`src/rtl/fifo_sync.sv`:
```
// Single-clock synchronous FIFO with registered read data and pointer-derived flags.
// Optional status outputs (count, sticky overflow/underflow) are built when FIFO_STATUS_EN is defined.
module fifo_sync #(
  parameter int DEPTH = 8,
  parameter int WIDTH = 32
) (
  input  logic             clk,
  input  logic             rstN,
  input  logic             wrEn,
  input  logic             rdEn,
  input  logic [WIDTH-1:0] dataIn,
  output logic [WIDTH-1:0] dataOut,
  output logic             empty,
  output logic             full
`ifdef FIFO_STATUS_EN
  ,
  output logic [$clog2(DEPTH):0] count,
  output logic             overflow,
  output logic             underflow
`endif
);

  localparam int AW = $clog2(DEPTH);

  // Handshake: a write is taken on a rising edge where wrEn && !full, a read where
  // rdEn && !empty; requests that are not taken are dropped, never stalled or queued.
  logic [AW:0]      wrPtr;
  logic [AW:0]      rdPtr;
  logic [WIDTH-1:0] mem [DEPTH];
  logic             wrAccept;
  logic             rdAccept;

  always_comb begin
    empty    = (wrPtr == rdPtr);
    full     = (wrPtr[AW-1:0] == rdPtr[AW-1:0]) && (wrPtr[AW] != rdPtr[AW]);
    wrAccept = wrEn && !full;
    rdAccept = rdEn && !empty;
  end

  always_ff @(posedge clk) begin
    if (rstN) begin
      wrPtr <= '0;
    end else if (wrAccept) begin
      wrPtr <= wrPtr + 1'b1;
    end
  end

  always_ff @(posedge clk) begin
    if (rstN) begin
      rdPtr   <= '0;
      dataOut <= '0;
    end else if (rdAccept) begin
      rdPtr   <= rdPtr + 1'b1;
      dataOut <= mem[rdPtr[AW-1:0]];
    end
  end

  // Storage is never cleared; reset only blocks a write from landing in the same cycle.
  always_ff @(posedge clk) begin
    if (!rstN && wrAccept) begin
      mem[wrPtr[AW-1:0]] <= dataIn;
    end
  end

`ifdef FIFO_STATUS_EN
  always_comb begin
    count = wrPtr - rdPtr;
  end

  always_ff @(posedge clk) begin
    if (rstN) begin
      overflow  <= 1'b0;
      underflow <= 1'b0;
    end else begin
      if (wrEn && full) overflow <= 1'b1;
      if (rdEn && empty) underflow <= 1'b1;
    end
  end
`endif

endmodule

```
`config.mk`:
```
export PLATFORM = sky130hd
export DESIGN_NAME = fifo_sync
export DESIGN_NICKNAME = d
export VERILOG_FILES = /design/src/rtl/fifo_sync.sv
export SDC_FILE = /design/constraint.sdc
export NUM_CORES = 1
export LEC_CHECK = 0
export ABC_AREA = 1
export CAP_MARGIN = 20
export CORE_ASPECT_RATIO = 0.8
export CORE_MARGIN = 4
export CORE_UTILIZATION = 55
export DETAILED_ROUTE_END_ITERATION = 8
export PLACE_DENSITY = 0.74
export SETUP_SLACK_MARGIN = 0.1
export SYNTH_ARGS = -nofsm -noshare
export SYNTH_HDL_FRONTEND = slang
export SYNTH_SLANG_ARGS = --single-unit
```
`constraint.sdc`:
```
create_clock -name clk -period 5.41 [get_ports clk]
set_clock_uncertainty 0.05 [all_clocks]
set_input_delay 0.8115 -clock clk [delete_from_list [all_inputs] [get_ports clk]]
set_output_delay 0.8115 -clock clk [all_outputs]
set_load 0.05 [all_outputs]
```
==> results of run 1 <==
[layout make-up]
class,instances,area share
flip-flops and latches,296,0.597
multi-input cells,685,0.202
repair buffers,81,0.0593
clock buffers,33,0.0521
inverters,177,0.0467
well taps,300,0.0264
clock inverters,21,0.0165
[critical path: cells and delay by family, from the launching register on]
family	cells	cell delay, ns
AND/OR/NAND/NOR	3	0.44
flip-flops	1	0.30
buffers and inverters	4	1.83
[worst max path at each step]
stage	end	slack [ns]	startpoint
after floorplan	mem[0][0]	2.17	rstN
after global placement	mem[6][25]	1.63	rstN
after detailed placement	mem[2][26]	1.50	rstN
after CTS	full	1.40	rdPtr[2]
after global routing	empty	1.25	rdPtr[2]
final	full	1.44	rdPtr[2]
[per-layer routing]
| layer | part of all wire | vias up |
|---|---|---|
| li1 | - | 3963 |
| met1 | 0.45 | 3826 |
| met2 | 0.47 | 266 |
| met3 | 0.062 | 40 |
| met4 | 0.017 | 0 |
| met5 | 0 | - |
[state kept, by name, summed over array words and instances, names as in the netlist]
register	count
mem	256
dataOut	32
rdPtr	4
wrPtr	4
[kinds of logic (layout without fill, tap and decap cells)]
logic type | count (synthesis) | in the layout | share of synthesized area
fa+ha+maj | 2 | 2 | 0.00204
simple gates | 677 | 677 | 0.225
flops | 296 | 296 | 0.692
compound gates | 6 | 6 | 0.00275
buf+inv | 229 | 312 | 0.0785
[power by group]
| part | switching [mW] | internal [mW] | leakage, nW |
|---|---|---|---|
| registers | 0.0438 | 2.55 | 2.64 |
| logic | 0.559 | 0.254 | 2.75 |
| clock network | 0.837 | 1.22 | 0.475 |
| total | 1.44 | 4.03 | 5.87 |
[through the flow]
step                      hold slack, ns  cell area (µm²)  setup slack [ns]
after floorplan                    0.446            12300              2.17
after global placement             0.447            13100              1.63
after detailed placement           0.448            13200              1.50
after CTS                          0.460            14100              1.40
after global routing               0.494            14200              1.25
final                              0.456            14200              1.44
[cells in the final DEF (no fill, tap or decap), drive strengths merged]
cell type	instances
nand4	2
inv	178
dfxtp	40
clkinvlp	2
clkbuf	33
nand3b	1
bufinv	5
edfxtp	256
clkdlybuf4s50	69
nor2	86
nand2	455
ha	2
a21oi	6
buf	12
nand3	133
clkinv	13
==> impl_metrics.json, run 1 <==
{
  "worstPathCellList": "buf_4 > inv_2 > nand2_1 > nand2_1 > nand4_1 > inv_1 > clkdlybuf4s50_1",
  "critPathMostFrequentCell": "nand2_1",
  "portBuffers": 69,
  "dr.pass1.iters": 6,
  "grtUsageTotal": 0.206,
  "setup_violations": 0,
  "yosys.cell_count.top_type": "nand2_1",
  "critPathMaxFanout": 38,
  "postSynth.asyncResetShare": 0,
  "p_leak_nw": 5.87,
  "ir_drop_mv": 0.250,
  "syn_area_per_cell_um2": 10.1,
  "finalCriticalPeriod_ns": 3.97,
  "root_buffer": "clkbuf_16",
  "fin_nets": 1308,
  "regToRegEndpoint": "mem[0][26]",
  "dr.first_iter.drc_count": 771,
  "synth_top_area_share": 0.627,
  "syn-cell-area_um2": 12300,
  "htreeDepth": 1,
  "ys_seq_area_frac": 0.692,
  "wl_per_cell_um": 15.8,
  "start_kind": "flop",
  "min_path_cells": 4,
  "final_cells": 1593,
  "rr_startpoint": "rdPtr[2]",
  "slew_violations": 0,
  "first_global_vias": 7835,
  "grt_max_degree": 66,
  "p_per_area_nw_per_um2": 384,
  "final.setup.tns_ns": 0,
  "die_h_um": 142,
  "worst-setup-path-type": "reg -> out",
  "min_from": "dataOut[7]",
  "clock_latency_ns": 0.54,
  "grt_pass1_wl_um": 41000,
  "worstPathArrival_ns": 3.11,
  "worst_pin_slew_ns": 1.07,
  "ys_warn_count": 0,
  "slew_headroom": 0.282,
  "grt_use_met1": 0.290,
  "area_delta_synth_final_pct": 16.0,
  "maxCapViolCount": 0,
  "die_x_um": 175,
  "place.gp.congestion": 0.735,
  "synth-edff-count": 256,
  "cts_hold_buf": 0,
  "antenna-diode-count": 0,
  "min_to": "dataOut[7]",
  "netlist_top_cells_count": "nand2_1 (453), edfxtp_1 (256), inv_1 (172)",
  "yosysTopAreaCell": "edfxtp_1",
  "use_met3": 0.0320,
  "gr-total-overflow": 0,
  "die_area_um2": 24800,
  "core_area_um2": 21700,
  "end_kind": "primary output",
  "drive_gt1_frac": 0.0580,
  "antenna_found_initial": 0,
  "cpMaxStageDelayCell": "clkdlybuf4s50_1",
  "fillers": 1636,
  "dp_hpwl_um": 13800,
  "fin_util": 0.654,
  "rows": 48,
  "start_util": 0.564,
  "path_clk_slew_ns": 0.06,
  "ys_ff_latch": 296,
  "synth_ff_type": "edfxtp_1",
  "route.detailed.drc": 0,
  "ctsResizeCount": 0,
  "syn_nets": 1248,
  "r2r_setup_slack_ns": 1.89,
  "finalPower_mw": 5.47,
  "met2_usage": 0.344,
  "dp_cells": 1535,
  "yosys-top-cells-area": "edfxtp_1 (63%), nand2_1 (14%), dfxtp_1 (6.5%)",
  "synthCells": 1210,
  "fmax_mhz": 252,
  "required_ns": 4.55,
  "fin_crit_sh": 0.735,
  "hold_violations": 0,
  "busiest_layer": "met2",
  "multiInputGateArea_um2": 2870,
  "worstHoldPathType": "reg -> reg",
  "cts_num_sinks": 296,
  "cts-buffers-inserted": 29,
  "slowest_delay_ns": 0.80,
  "dr_total_vias": 8095,
  "cts_setup_buffers": 0,
  "rsz0062_at_grt": "false",
  "synth_cell_type_count": 21,
  "cts_tree": "done",
  "status": "finished clean",
  "clockBufferDepth": 3,
  "reg2reg_depth": 7,
  "top_level_ports": 70,
  "drt-total-wl_um": 25200,
  "avgViaCountPerCell": 5.08,
  "seq_area_um2": 8490,
  "drtAntennaViolNets": 0
}
Power figures use the tool's default switching activity.
==> inputs of run 2 (changes only) <==
Settings changed: CORE_UTILIZATION 55 to 54, PLACE_DENSITY 0.74 to 0.76.
Clock period 5.41 ns to 3.6 ns, I/O delays scaled along.
==> run 2 against run 1 <==
Against the previous run:
- combinational power grew 56%
- power grew 47%
- count of clock-buffer cells in the layout up 11
- routed wire length up 3.2%
- critical path depth up 1
- via count increased by 1.5%
- design area hardly changed
- non-clock buffer count rose by 6
- largest power group unchanged
- setup slack worse by 0.65 ns
- core utilization down 1.8 points
- die area up 1.8%
- hold slack better by 0.0044 ns
- highest routed layer unchanged
==> impl_metrics.json, run 2 (synthesis gave the netlist of run 1 again) <==
{
  "status": "finished clean",
  "grt_pass1_wl_um": 41700,
  "route.detailed.drc": 0,
  "holdWs_ns": 0.460,
  "end_kind": "primary output",
  "p_leak_nw": 5.87,
  "gr-total-overflow": 0,
  "path_clk_slew_ns": 0.06,
  "dr.first_iter.drc_count": 892,
  "dp_hpwl_um": 14600,
  "switchingPower_mw": 2.13,
  "drive_gt1_frac": 0.0586,
  "core_area_um2": 22400,
  "dr_total_vias": 8217,
  "drtAntennaViolNets": 0,
  "die_x_um": 176,
  "first_global_vias": 8143,
  "root_buffer": "clkbuf_16",
  "dp_cells": 1549,
  "cts_setup_buffers": 0,
  "p_int_mw": 5.88,
  "htreeDepth": 1,
  "cts-buffers-inserted": 29,
  "area_delta_synth_final_pct": 16.0,
  "rr_startpoint": "rdPtr[2]",
  "p_per_area_nw_per_um2": 563,
  "worstHoldPathType": "reg -> reg",
  "maxCapViolCount": 0,
  "cpMaxStageDelayCell": "dfxtp_2",
  "rsz0062_at_grt": "false",
  "layout_setup_ws_ns": 0.788,
  "fmax_mhz": 356,
  "critPathMostFrequentCell": "nand2_1",
  "combPwrFrac": 0.159,
  "cts_hold_buf": 0,
  "fin_nets": 1314,
  "grt_max_degree": 66,
  "start_util": 0.548,
  "worstPathCellList": "inv_2 > buf_4 > nand2_1 > nand2_1 > nor2_4 > nand2_4 > inv_1 > buf_12",
  "drt-total-wl_um": 26000,
  "cts_tree": "done",
  "dr.pass1.iters": 5,
  "fillers": 1655,
  "final_cell_mix": "nand2_1 (453), edfxtp_1 (256), inv_1 (171), nand3_1 (133), nor2_1 (76)",
  "min_from": "dataOut[12]",
  "dp_slack_ns": 0.746,
  "seqPwrFrac": 0.484,
  "place_area_um2": 13300,
  "cts_num_sinks": 296,
  "die_area_um2": 25200,
  "antenna_found_initial": 0,
  "critPathMaxFanout": 33,
  "wl_per_cell_um": 16.2,
  "ir_drop_mv": 0.342,
  "setup_violations": 0,
  "slowest_delay_ns": 0.61,
  "worstPathArrival_ns": 2.22,
  "avgViaCountPerCell": 5.12,
  "critPathLaunch": "rdPtr[2]",
  "fin_crit_sh": 0.781,
  "portBuffers": 69,
  "slew_headroom": 0.302,
  "antenna-diode-count": 0,
  "clock_latency_ns": 0.54,
  "slew_violations": 0,
  "worst-setup-path-type": "reg -> out",
  "largest_reg_flops": 256,
  "rows": 49,
  "hold_violations": 0,
  "swShare": 0.266,
  "clockBufferDepth": 3,
  "start_kind": "flop",
  "ctsResizeCount": 0,
  "place.gp.congestion": 0.836,
  "layout_commonest_cell": "nand2_1",
  "die_h_um": 143,
  "pwr-share-clk": 0.357,
  "worst_pin_slew_ns": 1.04,
  "grtUsageTotal": 0.207,
  "fin_area_um2": 14200,
  "final_cells": 1604,
  "required_ns": 3.01,
  "finalCriticalPeriod_ns": 2.81,
  "top_level_ports": 70,
  "final.setup.tns_ns": 0
}
## run 2: cell types whose count changed in the layout (fill, tap and decap cells not counted), moves of 2 or more
cell | before | now
clkinv_2 | 6 | 3
bufinv_16 | 5 | 2
clkinv_1 | 6 | 4
clkbuf_1 | 4 | 14
clkdlybuf4s50_1 | 69 | 67
buf_4 | 7 | 12
buf_12 | 5 | 7
## run 2: area by class of cell
type                    count  area [µm²]  share of cell area
clock inverters             9        93.8             0.00660
flip-flops and latches    296        8490               0.597
clock buffers              44         792              0.0557
repair buffers             87         928              0.0653
well taps                 306         383              0.0269
inverters                 177         664              0.0467
multi-input cells         685        2870               0.202
## run 2: worst paths after layout
| path | to | cells past startpoint | slack [ns] |
|---|---|---|---|
| max reg2reg | mem[1][30] | 8 | 0.90 |
| max | empty | 8 | 0.79 |
| min reg2reg | dataOut[12] | 4 | 0.46 |
| min | dataOut[12] | 4 | 0.46 |
## run 2: stage by stage
| step | power [mW] | util |
|---|---|---|
| detailed placement | 5.22 | 0.594 |
| floorplan | 4.83 | - |
| global placement | 5.19 | 0.594 |
| CTS | 8.05 | 0.634 |
| finish | 8.01 | 0.636 |
| global route | 8.35 | 0.636 |
## run 2: worst max-delay path: cells and delay by family, from the launching register on
kind | cells | cell delay (ns)
and+or+nand+nor | 4 | 0.45
DFF | 1 | 0.61
buffers and inverters | 4 | 0.61
## run 2: power groups by stage
stage          logic (mW)  clock network (mW)  registers [mW]
2_1_floorplan       0.681                   0            4.15
3_3_place_gp         1.24                   0            3.95
3_5_place_dp         1.27                   0            3.95
4_1_cts              1.28                2.89            3.88
5_1_grt              1.41                3.05            3.89
6_report             1.27                2.86            3.88
## run 2: per-layer routing
| metal | global-route usage | wire [µm] |
|---|---|---|
| met4 | 0.0549 | 570 |
| met5 | 0 | 0 |
| met3 | 0.0323 | 2050 |
| met1 | 0.296 | 11300 |
| met2 | 0.338 | 12100 |
==> inputs of run 3 (changes only) <==
Clock period 3.6 ns to 2.3 ns, I/O delays scaled along.
==> run 3 against run 2 <==
Against the previous run:
- clock power grew 58%
- core utilization grew 0.89 points
- final cell count grew 0.62%
- combinational power grew 61%
- setup slack lost 0.60 ns
- non-clock buffer count grew 13
- via count grew 0.27%
- critical path type unchanged
- largest power group unchanged
==> impl_metrics.json, run 3 (synthesis gave the netlist of run 1 again) <==
{
  "final_cell_mix": "nand2_1 (453), edfxtp_1 (256), inv_1 (171), nand3_1 (133), nor2_1 (76)",
  "cts_num_sinks": 296,
  "cpMaxStageDelayCell": "clkdlybuf4s50_1",
  "clockBufferDepth": 3,
  "area_delta_synth_final_pct": 17.6,
  "slew_headroom": 0.429,
  "holdWs_ns": 0.459,
  "route.detailed.drc": 0,
  "grtUsageTotal": 0.211,
  "htreeDepth": 1,
  "status": "finished clean",
  "die_area_um2": 25200,
  "path_buf_inv": 1,
  "end_kind": "primary output",
  "antenna-diode-count": 0,
  "start_util": 0.548,
  "final.setup.tns_ns": 0,
  "dr_total_vias": 8239,
  "worstPathArrival_ns": 1.72,
  "worst-setup-path-type": "reg -> out",
  "dr.first_iter.drc_count": 702,
  "portBuffers": 69,
  "drtAntennaViolNets": 0,
  "grt_max_degree": 70,
  "first_global_vias": 8252,
  "antenna_found_initial": 0,
  "ir_drop_mv": 0.661,
  "grt_pass1_wl_um": 42300,
  "dp_hpwl_um": 15300,
  "p_leak_nw": 5.97,
  "layout_commonest_cell": "nand2_1",
  "finalCriticalPeriod_ns": 2.12,
  "rows": 49,
  "top_level_ports": 70,
  "root_buffer": "clkbuf_16",
  "setup_violations": 0,
  "cts-buffers-inserted": 28,
  "p_per_area_nw_per_um2": 877,
  "avgViaCountPerCell": 5.10,
  "cts_tree": "done",
  "maxCapViolCount": 0,
  "dr.pass1.iters": 5,
  "hold_violations": 0,
  "gr-total-overflow": 0,
  "die_x_um": 176,
  "drive_gt1_frac": 0.0742,
  "drt-total-wl_um": 26400,
  "clock_latency_ns": 0.54,
  "worst_pin_slew_ns": 0.856,
  "required_ns": 1.90,
  "fin_nets": 1326,
  "slew_violations": 0,
  "fin_crit_sh": 0.920,
  "core_area_um2": 22400,
  "worstHoldPathType": "reg -> reg",
  "fmax_mhz": 473,
  "slowest_delay_ns": 0.82,
  "start_kind": "flop",
  "rsz0062_at_grt": "false",
  "crit_family": "buffers and inverters",
  "path_clk_slew_ns": 0.07,
  "place.gp.congestion": 0.811,
  "critPathMaxFanout": 2,
  "worstPathCellList": "clkdlybuf4s50_1",
  "largest_reg_flops": 256,
  "die_h_um": 143,
  "wl_per_cell_um": 16.4
}
[run 3: cell count changes in the layout (fill, tap and decap cells not counted), sizes merged]
cell	change
buf	+13
clkbuf	-7
clkinv	+2
clkinvlp	+1
inv	+1
[run 3: area by class of cell]
type	count	area, µm²
multi-input combinational	685	2870
inverter	177	664
timing repair buffer	100	1100
clock inverter	13	130
fill	1663	7950
sequential	296	8490
tap	306	383
clock buffer	37	785
[run 3: path summary, 6_finish.rpt]
kind / start / to / slack, ns / cells past startpoint
worst max-delay path: dataOut[31] / dataOut[31] / 0.18 / 1
worst min-delay path: dataOut[13] / dataOut[13] / 0.46 / 4
worst max register to register: wrPtr[1] / mem[5][12] / 0.25 / 11
worst min register to register: dataOut[13] / dataOut[13] / 0.46 / 4
[run 3: metal layers]
layer / GRT usage / routed length (µm)
met5: 0 / 0
met4: 0.0505 / 491
met3: 0.0304 / 1660
met2: 0.353 / 12400
met1: 0.298 / 11900
[run 3: per-stage QoR]
| step | util | area, µm² | power [mW] | std cells | worst slack [ns] |
|---|---|---|---|---|---|
| 3_3_place_gp | 0.602 | 13500 | 8.16 | 1561 | 0.254 |
| 5_1_grt | 0.645 | 14400 | 13.2 | 1614 | 0.118 |
| 2_1_floorplan | - | 12300 | 7.57 | 1210 | -0.163 |
| 6_report | 0.645 | 14400 | 12.7 | 1614 | 0.185 |
| 3_5_place_dp | 0.602 | 13500 | 8.21 | 1561 | 0.240 |
| 4_1_cts | 0.644 | 14400 | 12.7 | 1612 | 0.0695 |
[run 3: tightest hold or removal path, cell delays in order (launching register included)]
cell	delay, ns
dfxtp_1	0.31
inv_1	0.04
nand2_1	0.04
nand2_1	0.05
nor2_1	0.03
[run 3: repair_timing]
| item | in CTS | in global routing |
|---|---|---|
| pin swaps | 0 | 1 |
| hold buffers | 0 | 0 |
| setup buffers | 1 | 2 |
| setup endpoints to repair | 2 | 97 |
| resized for setup | 5 | 2 |
[run 3: power breakdown]
part           switching (mW)  leakage [nW]  internal, mW
clock network            1.91         0.443          2.62
logic                    1.40          2.88         0.659
registers              0.0724          2.64          6.00
